[config.mk]
export PLATFORM = sky130hd
export DESIGN_NAME = uart_midi_tx_flat
export DESIGN_NICKNAME = d
export VERILOG_FILES = /design/src/rtl/uart_midi_tx_pkg.sv /design/src/rtl/uart_midi_tx_if.sv /design/src/rtl/uart_midi_tx_byte.sv /design/src/rtl/uart_midi_tx.sv /design/src/flat_wrapper.sv
export SDC_FILE = /design/constraint.sdc
export NUM_CORES = 1
export LEC_CHECK = 0
export ABC_AREA = 1
export CELL_PAD_IN_SITES_DETAIL_PLACEMENT = 1
export CELL_PAD_IN_SITES_GLOBAL_PLACEMENT = 1
export CORE_UTILIZATION = 43
export DETAILED_ROUTE_END_ITERATION = 6
export PLACE_DENSITY = 0.92
export SLEW_MARGIN = 30
export SYNTH_ARGS = -nofsm -noshare
export SYNTH_HDL_FRONTEND = slang
export SYNTH_SLANG_ARGS = --single-unit
[constraint.sdc]
create_clock -name clk_in -period 4.3 [get_ports clk_in]
set_input_delay 0.645 -clock clk_in [delete_from_list [all_inputs] [get_ports clk_in]]
set_output_delay 0.645 -clock clk_in [all_outputs]
set_load 0.02 [all_outputs]
[src/rtl/uart_midi_tx_pkg.sv]
// Shared MIDI UART constants, FSM state types and the status-byte length decoder.
package uart_midi_tx_pkg;

  localparam int MIDI_BYTES        = 3;
  localparam int MIDI_BAUD         = 31250;
  localparam int MIDI_CLKS_PER_BIT = 3147;

  typedef enum logic [1:0] {TX_IDLE, TX_START, TX_DATA, TX_STOP} tx_state_e;
  typedef enum logic       {EV_IDLE, EV_SEND} ev_state_e;

  // Bytes in an event including status; 0 marks a non-status first byte (reject).
  function automatic logic [1:0] midi_msg_len(input logic [7:0] status);
    logic [1:0] len;
    len = 2'd0;
    if (status[7]) begin
      case (status[6:4])
        3'b100, 3'b101: len = 2'd2;
        3'b111: begin
          case (status)
            8'hF2:        len = 2'd3;
            8'hF1, 8'hF3: len = 2'd2;
            default:      len = 2'd1;
          endcase
        end
        default: len = 2'd3;
      endcase
    end
    return len;
  endfunction

endpackage

[src/rtl/uart_midi_tx_if.sv]
// Event handshake and line/status outputs of the MIDI UART transmitter.
interface uart_midi_tx_if #(parameter int MSG_BYTES = 3) ();
  logic                   valid_in;
  logic [MSG_BYTES*8-1:0] midi_bytes;
  logic                   ready_out;
  logic                   tx_out;
  logic                   busy_out;
  logic                   done_out;
  logic                   error_out;

  modport master (output valid_in, midi_bytes,
                  input  ready_out, tx_out, busy_out, done_out, error_out);
  modport slave  (input  valid_in, midi_bytes,
                  output ready_out, tx_out, busy_out, done_out, error_out);
endinterface

[src/rtl/uart_midi_tx_byte.sv]
// One 8N1 UART frame per accepted byte; ready rises on the last stop-bit cycle so
// a following byte starts with no idle gap.
module uart_tx_byte
  import uart_midi_tx_pkg::*;
#(
  parameter int CLKS_PER_BIT = MIDI_CLKS_PER_BIT
) (
  input  logic       clk_in,
  input  logic       rst_in,
  input  logic [7:0] byte_in,
  input  logic       valid_in,
  output logic       ready_out,
  output logic       tx_out
);

  localparam int            BW        = (CLKS_PER_BIT > 1) ? $clog2(CLKS_PER_BIT) : 1;
  localparam logic [BW-1:0] BAUD_LAST = BW'(CLKS_PER_BIT - 1);

  tx_state_e     state_q, state_d;
  logic [BW-1:0] baud_q, baud_d;
  logic [2:0]    bit_q, bit_d;
  logic [7:0]    sh_q, sh_d;
  logic          tx_q, tx_d;
  logic          bit_end;

  assign bit_end   = (baud_q == BAUD_LAST);
  assign ready_out = (state_q == TX_IDLE) || ((state_q == TX_STOP) && bit_end);
  assign tx_out    = tx_q;

  always_comb begin
    state_d = state_q;
    baud_d  = bit_end ? '0 : baud_q + BW'(1);
    bit_d   = bit_q;
    sh_d    = sh_q;
    case (state_q)
      TX_IDLE: begin
        baud_d = '0;
        bit_d  = '0;
        if (valid_in) begin
          state_d = TX_START;
          sh_d    = byte_in;
        end
      end
      TX_START: begin
        if (bit_end) begin
          state_d = TX_DATA;
          bit_d   = '0;
        end
      end
      TX_DATA: begin
        if (bit_end) begin
          sh_d = {1'b0, sh_q[7:1]};
          if (bit_q == 3'd7) state_d = TX_STOP;
          else               bit_d   = bit_q + 3'd1;
        end
      end
      TX_STOP: begin
        if (bit_end) begin
          if (valid_in) begin
            state_d = TX_START;
            sh_d    = byte_in;
          end else begin
            state_d = TX_IDLE;
          end
        end
      end
      default: state_d = TX_IDLE;
    endcase
    // Line level is registered from the next state so the output never glitches.
    case (state_d)
      TX_START: tx_d = 1'b0;
      TX_DATA:  tx_d = sh_d[0];
      default:  tx_d = 1'b1;
    endcase
  end

  always_ff @(posedge clk_in) begin
    if (rst_in) begin
      state_q <= TX_IDLE;
      baud_q  <= '0;
      bit_q   <= '0;
      sh_q    <= '0;
      tx_q    <= 1'b1;
    end else begin
      state_q <= state_d;
      baud_q  <= baud_d;
      bit_q   <= bit_d;
      sh_q    <= sh_d;
      tx_q    <= tx_d;
    end
  end

endmodule

[src/rtl/uart_midi_tx.sv]
// MIDI event transmitter: one event per handshake, 1-3 bytes by status, via uart_tx_byte.
// Optional MIDI_RUNNING_STATUS_EN omits a repeated channel status byte.
module uart_midi_tx
  import uart_midi_tx_pkg::*;
#(
  parameter int CLKS_PER_BIT = MIDI_CLKS_PER_BIT,
  parameter int MSG_BYTES    = MIDI_BYTES
) (
  input  logic          clk_in,
  input  logic          rst_in,
  uart_midi_tx_if.slave bus
);

  localparam int IW = (MSG_BYTES > 1) ? $clog2(MSG_BYTES) : 1;

  ev_state_e                   state_q, state_d;
  logic [MSG_BYTES-1:0][7:0]   ev_bytes, evt_q, evt_d;
  logic [IW-1:0]               idx_q, idx_d, last_q, last_d, first_idx, idx_nx;
  logic                        done_q, done_d, err_q, err_d;
  logic                        accept, byte_vld, byte_rdy, tx;
  logic [1:0]                  msg_len;
  logic [7:0]                  status, byte_data;

  // Element k holds the k-th byte in transmit order (0 = status).
  always_comb begin
    for (int k = 0; k < MSG_BYTES; k++)
      ev_bytes[k] = bus.midi_bytes[(MSG_BYTES-1-k)*8 +: 8];
  end

  assign status  = ev_bytes[0];
  assign msg_len = midi_msg_len(status);
  assign accept  = bus.valid_in && (state_q == EV_IDLE);
  assign idx_nx  = idx_q + IW'(1);

`ifdef MIDI_RUNNING_STATUS_EN
  logic [7:0] last_status_q, last_status_d;
  logic       rs_hit;

  always_comb begin
    last_status_d = last_status_q;
    rs_hit        = status[7] && (status < 8'hF0) && (status == last_status_q);
    if (accept && (msg_len != 2'd0)) begin
      if (status < 8'hF0)       last_status_d = status;
      else if (status <= 8'hF7) last_status_d = 8'h00;
    end
  end

  always_ff @(posedge clk_in) begin
    if (rst_in) last_status_q <= 8'h00;
    else        last_status_q <= last_status_d;
  end

  assign first_idx = rs_hit ? IW'(1) : '0;
`else
  assign first_idx = '0;
`endif

  always_comb begin
    state_d   = state_q;
    evt_d     = evt_q;
    idx_d     = idx_q;
    last_d    = last_q;
    done_d    = 1'b0;
    err_d     = 1'b0;
    byte_vld  = 1'b0;
    byte_data = ev_bytes[first_idx];
    case (state_q)
      EV_IDLE: begin
        if (accept) begin
          if (msg_len == 2'd0) begin
            err_d = 1'b1;
          end else begin
            // First byte goes straight from the bus so its start bit begins next cycle.
            state_d  = EV_SEND;
            evt_d    = ev_bytes;
            idx_d    = first_idx;
            last_d   = IW'(msg_len) - IW'(1);
            byte_vld = 1'b1;
          end
        end
      end
      EV_SEND: begin
        if (byte_rdy) begin
          if (idx_q == last_q) begin
            state_d = EV_IDLE;
            done_d  = 1'b1;
          end else begin
            idx_d     = idx_nx;
            byte_vld  = 1'b1;
            byte_data = evt_q[idx_nx];
          end
        end
      end
      default: state_d = EV_IDLE;
    endcase
  end

  always_ff @(posedge clk_in) begin
    if (rst_in) begin
      state_q <= EV_IDLE;
      evt_q   <= '0;
      idx_q   <= '0;
      last_q  <= '0;
      done_q  <= 1'b0;
      err_q   <= 1'b0;
    end else begin
      state_q <= state_d;
      evt_q   <= evt_d;
      idx_q   <= idx_d;
      last_q  <= last_d;
      done_q  <= done_d;
      err_q   <= err_d;
    end
  end

  uart_tx_byte #(.CLKS_PER_BIT(CLKS_PER_BIT)) u_byte (
    .clk_in    (clk_in),
    .rst_in    (rst_in),
    .byte_in   (byte_data),
    .valid_in  (byte_vld),
    .ready_out (byte_rdy),
    .tx_out    (tx)
  );

  assign bus.ready_out = (state_q == EV_IDLE);
  assign bus.busy_out  = (state_q == EV_SEND);
  assign bus.done_out  = done_q;
  assign bus.error_out = err_q;
  assign bus.tx_out    = tx;

endmodule
[src/flat_wrapper.sv]
// flat-port wrapper written by rule: the top's interface ports become plain ports
module uart_midi_tx_flat import uart_midi_tx_pkg::*;
#(
  parameter int CLKS_PER_BIT = MIDI_CLKS_PER_BIT,
  parameter int MSG_BYTES    = MIDI_BYTES
)
  (clk_in, rst_in, bus_valid_in, bus_midi_bytes, bus_ready_out, bus_tx_out, bus_busy_out, bus_done_out, bus_error_out);
  uart_midi_tx_if #(.MSG_BYTES(MSG_BYTES)) bus_i ();
  input  logic clk_in;
  input  logic rst_in;
  input wire logic [$bits(bus_i.valid_in)-1:0] bus_valid_in;
  input wire logic [$bits(bus_i.midi_bytes)-1:0] bus_midi_bytes;
  output wire logic [$bits(bus_i.ready_out)-1:0] bus_ready_out;
  output wire logic [$bits(bus_i.tx_out)-1:0] bus_tx_out;
  output wire logic [$bits(bus_i.busy_out)-1:0] bus_busy_out;
  output wire logic [$bits(bus_i.done_out)-1:0] bus_done_out;
  output wire logic [$bits(bus_i.error_out)-1:0] bus_error_out;
  assign bus_i.valid_in = bus_valid_in;
  assign bus_i.midi_bytes = bus_midi_bytes;
  assign bus_ready_out = bus_i.ready_out;
  assign bus_tx_out = bus_i.tx_out;
  assign bus_busy_out = bus_i.busy_out;
  assign bus_done_out = bus_i.done_out;
  assign bus_error_out = bus_i.error_out;
  uart_midi_tx #(.CLKS_PER_BIT(CLKS_PER_BIT), .MSG_BYTES(MSG_BYTES)) u_core (.clk_in(clk_in), .rst_in(rst_in), .bus(bus_i));
endmodule
==> impl_summary.log <==
[metrics] Power Density: 399 mW/mm2
[metrics] horizontal die dimension: 82.7 um
[metrics] data arrival time of the worst path: 3320 ps
[metrics] dpl ws: 908 ps
[metrics] startpoint types: input port
[metrics] Post-Syn Instances: 402
[metrics] Vias per Instance: 5.55
[metrics] post-synth cell types: 33
[metrics] Relative slew margins: 0.602
[metrics] total routed wirelength: 7.99 mm
[metrics] Remaining DRCs: 0
[metrics] Non-Filler Cell Area, Final: 0.00336 mm2
[metrics] I/O pin count: 32
[metrics] end-of-flow core utilization: 0.533
[metrics] count of routing violations after the opening detailed-route iteration: 188
[metrics] worst voltage drop across the vdd grid: 0.254 mV
[metrics] Skew-Pair Late Insertion Delay: 340 ps
[metrics] number of setup buffers added after CTS: 0
[metrics] final count of pins violating max slew: 0
[metrics] synthesis warning total: 0
[metrics] Floorplan Core Area: 0.00631 mm2
[metrics] total negative setup slack: 0 ps
[metrics] CTS H-tree depth: 3
[metrics] clock root buffer: clkbuf_8
[metrics] HPWL after detailed placement: 5.87 mm
[metrics] Synth Net Count: 434
[metrics] worst-path fanout max: 26
[metrics] Slew @ Worst Pin: 591 ps
[metrics] starting density of the core: 0.444
[metrics] chip height: 82.7 um
[metrics] via count of the first global-routing pass: 2773
[metrics] wire length of the first global-routing pass: 12.8 mm
[metrics] most common cell after layout, fill and taps aside: nand2_1
[metrics] Placement Rows: 29
[metrics] top cells by area, synth: dfxtp_1, nand2_1, a21oi_1
[metrics] clock-pin slew reported for the worst setup and hold paths after clock tree synthesis: 70 ps
[metrics] share of total power consumed by net switching: 0.280
[metrics] number of antenna violations at the first check in global routing: 0
[metrics] Setup WS post-layout: 1230 ps
[metrics] number of nets in the layout: 465
[metrics] Worst Setup EP: u_core.u_byte.tx_out
[metrics] CTS Hold Bufs: 0
[metrics] share of total power in combinational logic: 0.166
[metrics] RSZ-0062 raised after global routing: no
[metrics] Syn Area/Cell: 6.97 um2
[metrics] Die Area: 0.00685 mm2
[metrics] hold crit path type: flop to flop
[metrics] critical path type: input port to flop
[metrics] final hold viol count: 0
[metrics] share of the clock period used by the worst path: 0.714
[metrics] outcome: finished, final reports clean
[metrics] combined global-route utilization of all metal layers: 0.256
[metrics] required time of the critical path: 4550 ps
[metrics] number of max-capacitance violations reported: 0
[metrics] Remaining Overflow, GRT: 0
[metrics] worst hold path stage count: 2
[metrics] total design power: 1.34 mW
[metrics] reg2reg end: u_core.u_byte.tx_out
[metrics] instance area at placement: 0.00315 mm2
[metrics] Cell Area, Synth: 0.00280 mm2
[metrics] TritonCTS Sinks: 57
[metrics] sequential cell area fraction in the yosys report: 0.407
[metrics] largest net degree at the start of global routing: 32
[metrics] Achievable Freq: 0.326 GHz
[metrics] FF-to-FF setup slack: 2110 ps
[metrics] flip-flop and latch count after synthesis: 57
[metrics] first-pass detailed-route iteration total: 5
[metrics] register share of total power: 0.439
[metrics] share of cells above drive strength 1: 0.0708
[metrics] maximum count of clock buffers along a single path: 2
[metrics] Critical Path End Type: flop
[metrics] Net Switching: 376 uW
[metrics] worst clock skew: 7.14 ps
[metrics] startpoint of the most critical hold path: u_core.evt_q[14]
[metrics] TritonCTS clock tree: built
[metrics] Setup violations, final: 0
[metrics] clock period minus final worst setup slack: 3070 ps
[metrics] internal power: 966 uW
[metrics] Antenna Cells: 0
[metrics] Yosys top cell by area: dfxtp_1
[metrics] fraction of synthesized cell area taken by the top area cell type: 0.407
[metrics] cell count of the worst reg-to-reg path: 11
[metrics] part of the power in the clock network: 0.395
[metrics] total via count after detailed routing: 2858
[metrics] Static Leak: 1.39 nW
[metrics] Final Wtd Congestion: 0.822
[metrics] clock buffers created by TritonCTS: 9
[metrics] area grow syn2layout: 20.0%
[metrics] ANT nets after route: 0
[metrics] critical register-to-register path startpoint: u_core.bus.busy_out
[metrics] highest-count cells in the layout ignoring fill and taps: nand2_1, dfxtp_1, a21oi_1, inv_1, clkdlybuf4s50_1
[metrics] number of buffer cells added on primary ports: 31
[metrics] critical path startpoint: bus_midi_bytes[18]
[metrics] count of instances resized after the clock tree is built: 0
[metrics] wire length per cell after detailed routing: 15.5 um
-- stage by stage --
step / hold slack, ps / instances
2_1_floorplan: 429 / 402
3_3_place_gp: 443 / 499
3_5_place_dp: 459 / 499
4_1_cts: 470 / 515
5_1_grt: 494 / 515
6_report: 468 / 515
-- sequential cells by signal (all words and copies together) (netlist names) --
| name | cells |
|---|---|
| u_core.bus.busy_out | 1 |
| u_core.bus.done_out | 1 |
| u_core.bus.error_out | 1 |
| u_core.evt_q | 24 |
| u_core.idx_q | 2 |
| u_core.last_q | 2 |
| u_core.u_byte.baud_q | 12 |
| u_core.u_byte.bit_q | 3 |
| u_core.u_byte.sh_q | 8 |
| u_core.u_byte.state_q | 2 |
| u_core.u_byte.tx_out | 1 |
-- power groups by stage --
stage	Sequential [mW]	Combinational, mW	Clock (mW)
floorplan	0.594	0.150	0
CTS	0.589	0.223	0.535
detailed placement	0.600	0.219	0
finish	0.589	0.222	0.530
global route	0.593	0.249	0.562
global placement	0.597	0.210	0
-- cells in the mapped netlist --
cell	count
nand2_1	105
dfxtp_1	57
a21oi_1	55
inv_1	37
nor2_1	30
nand3_1	29
o21ai_0	18
nor3_1	9
clkbuf_1	6
nand4_1	6
or2_2	6
ha_1	5
o22ai_1	5
nor3b_1	4
nand2_2	3
nand2_4	3
o21bai_1	3
a31oi_1	2
buf_1	2
buf_2	2
buf_6	2
xnor2_1	2
a21oi_2	1
a22oi_1	1
clkbuf_4	1
inv_2	1
nand3_4	1
nor4_1	1
o211a_1	1
o221ai_1	1
o311ai_0	1
or2_1	1
xor2_1	1
-- area by class of cell --
class	instances	area, um2
tap	77	96.3
timing repair buffer	33	325
multi-input combinational	294	1450
inverter	38	143
fill	834	2950
clock buffer	14	173
clock inverter	2	35.0
sequential	57	1140
-- worst max-delay path, stage by stage --
cell,delay (ps)
clkdlybuf4s50_1,440
or2_2,330
o311ai_0,470
ha_1,260
inv_1,50
nand3_1,180
inv_2,220
nand2_1,150
nand2_1,70
a21oi_1,180
nand2_1,80
nor2_1,90
nand2_1,50
nand2_1,60
inv_1,40
-- kinds of logic (layout without fill, tap and decap cells) --
kind of cell,Yosys count,after routing,synth area share
AND/OR/NAND/NOR,198,198,0.316
XOR/XNOR,3,3,0.00938
buffers and inverters,51,87,0.0759
flip-flops,57,57,0.407
AO/OA/AOI/OAI,88,88,0.170
adder cells (fa/ha/maj),5,5,0.0223
-- how the worst min path moves through the flow --
stage | end | slack (ps)
4_1_cts | u_core.evt_q[18] | 470
5_1_grt | u_core.evt_q[2] | 490
2_1_floorplan | u_core.evt_q[5] | 430
3_3_place_gp | u_core.u_byte.baud_q[0] | 440
6_report | u_core.evt_q[14] | 470
3_5_place_dp | u_core.evt_q[18] | 460
-- metal layers --
metal | routed length [um] | track usage | share of wire | vias up
met5 | 0 | 0 | 0 | -
met4 | 251 | 0.141 | 0.031 | 0
met3 | 297 | 0.0604 | 0.037 | 20
met2 | 4060 | 0.434 | 0.51 | 65
met1 | 3380 | 0.296 | 0.42 | 1385
li1 | - | - | - | 1388
Note: power is estimated with default switching activity, not from simulation.
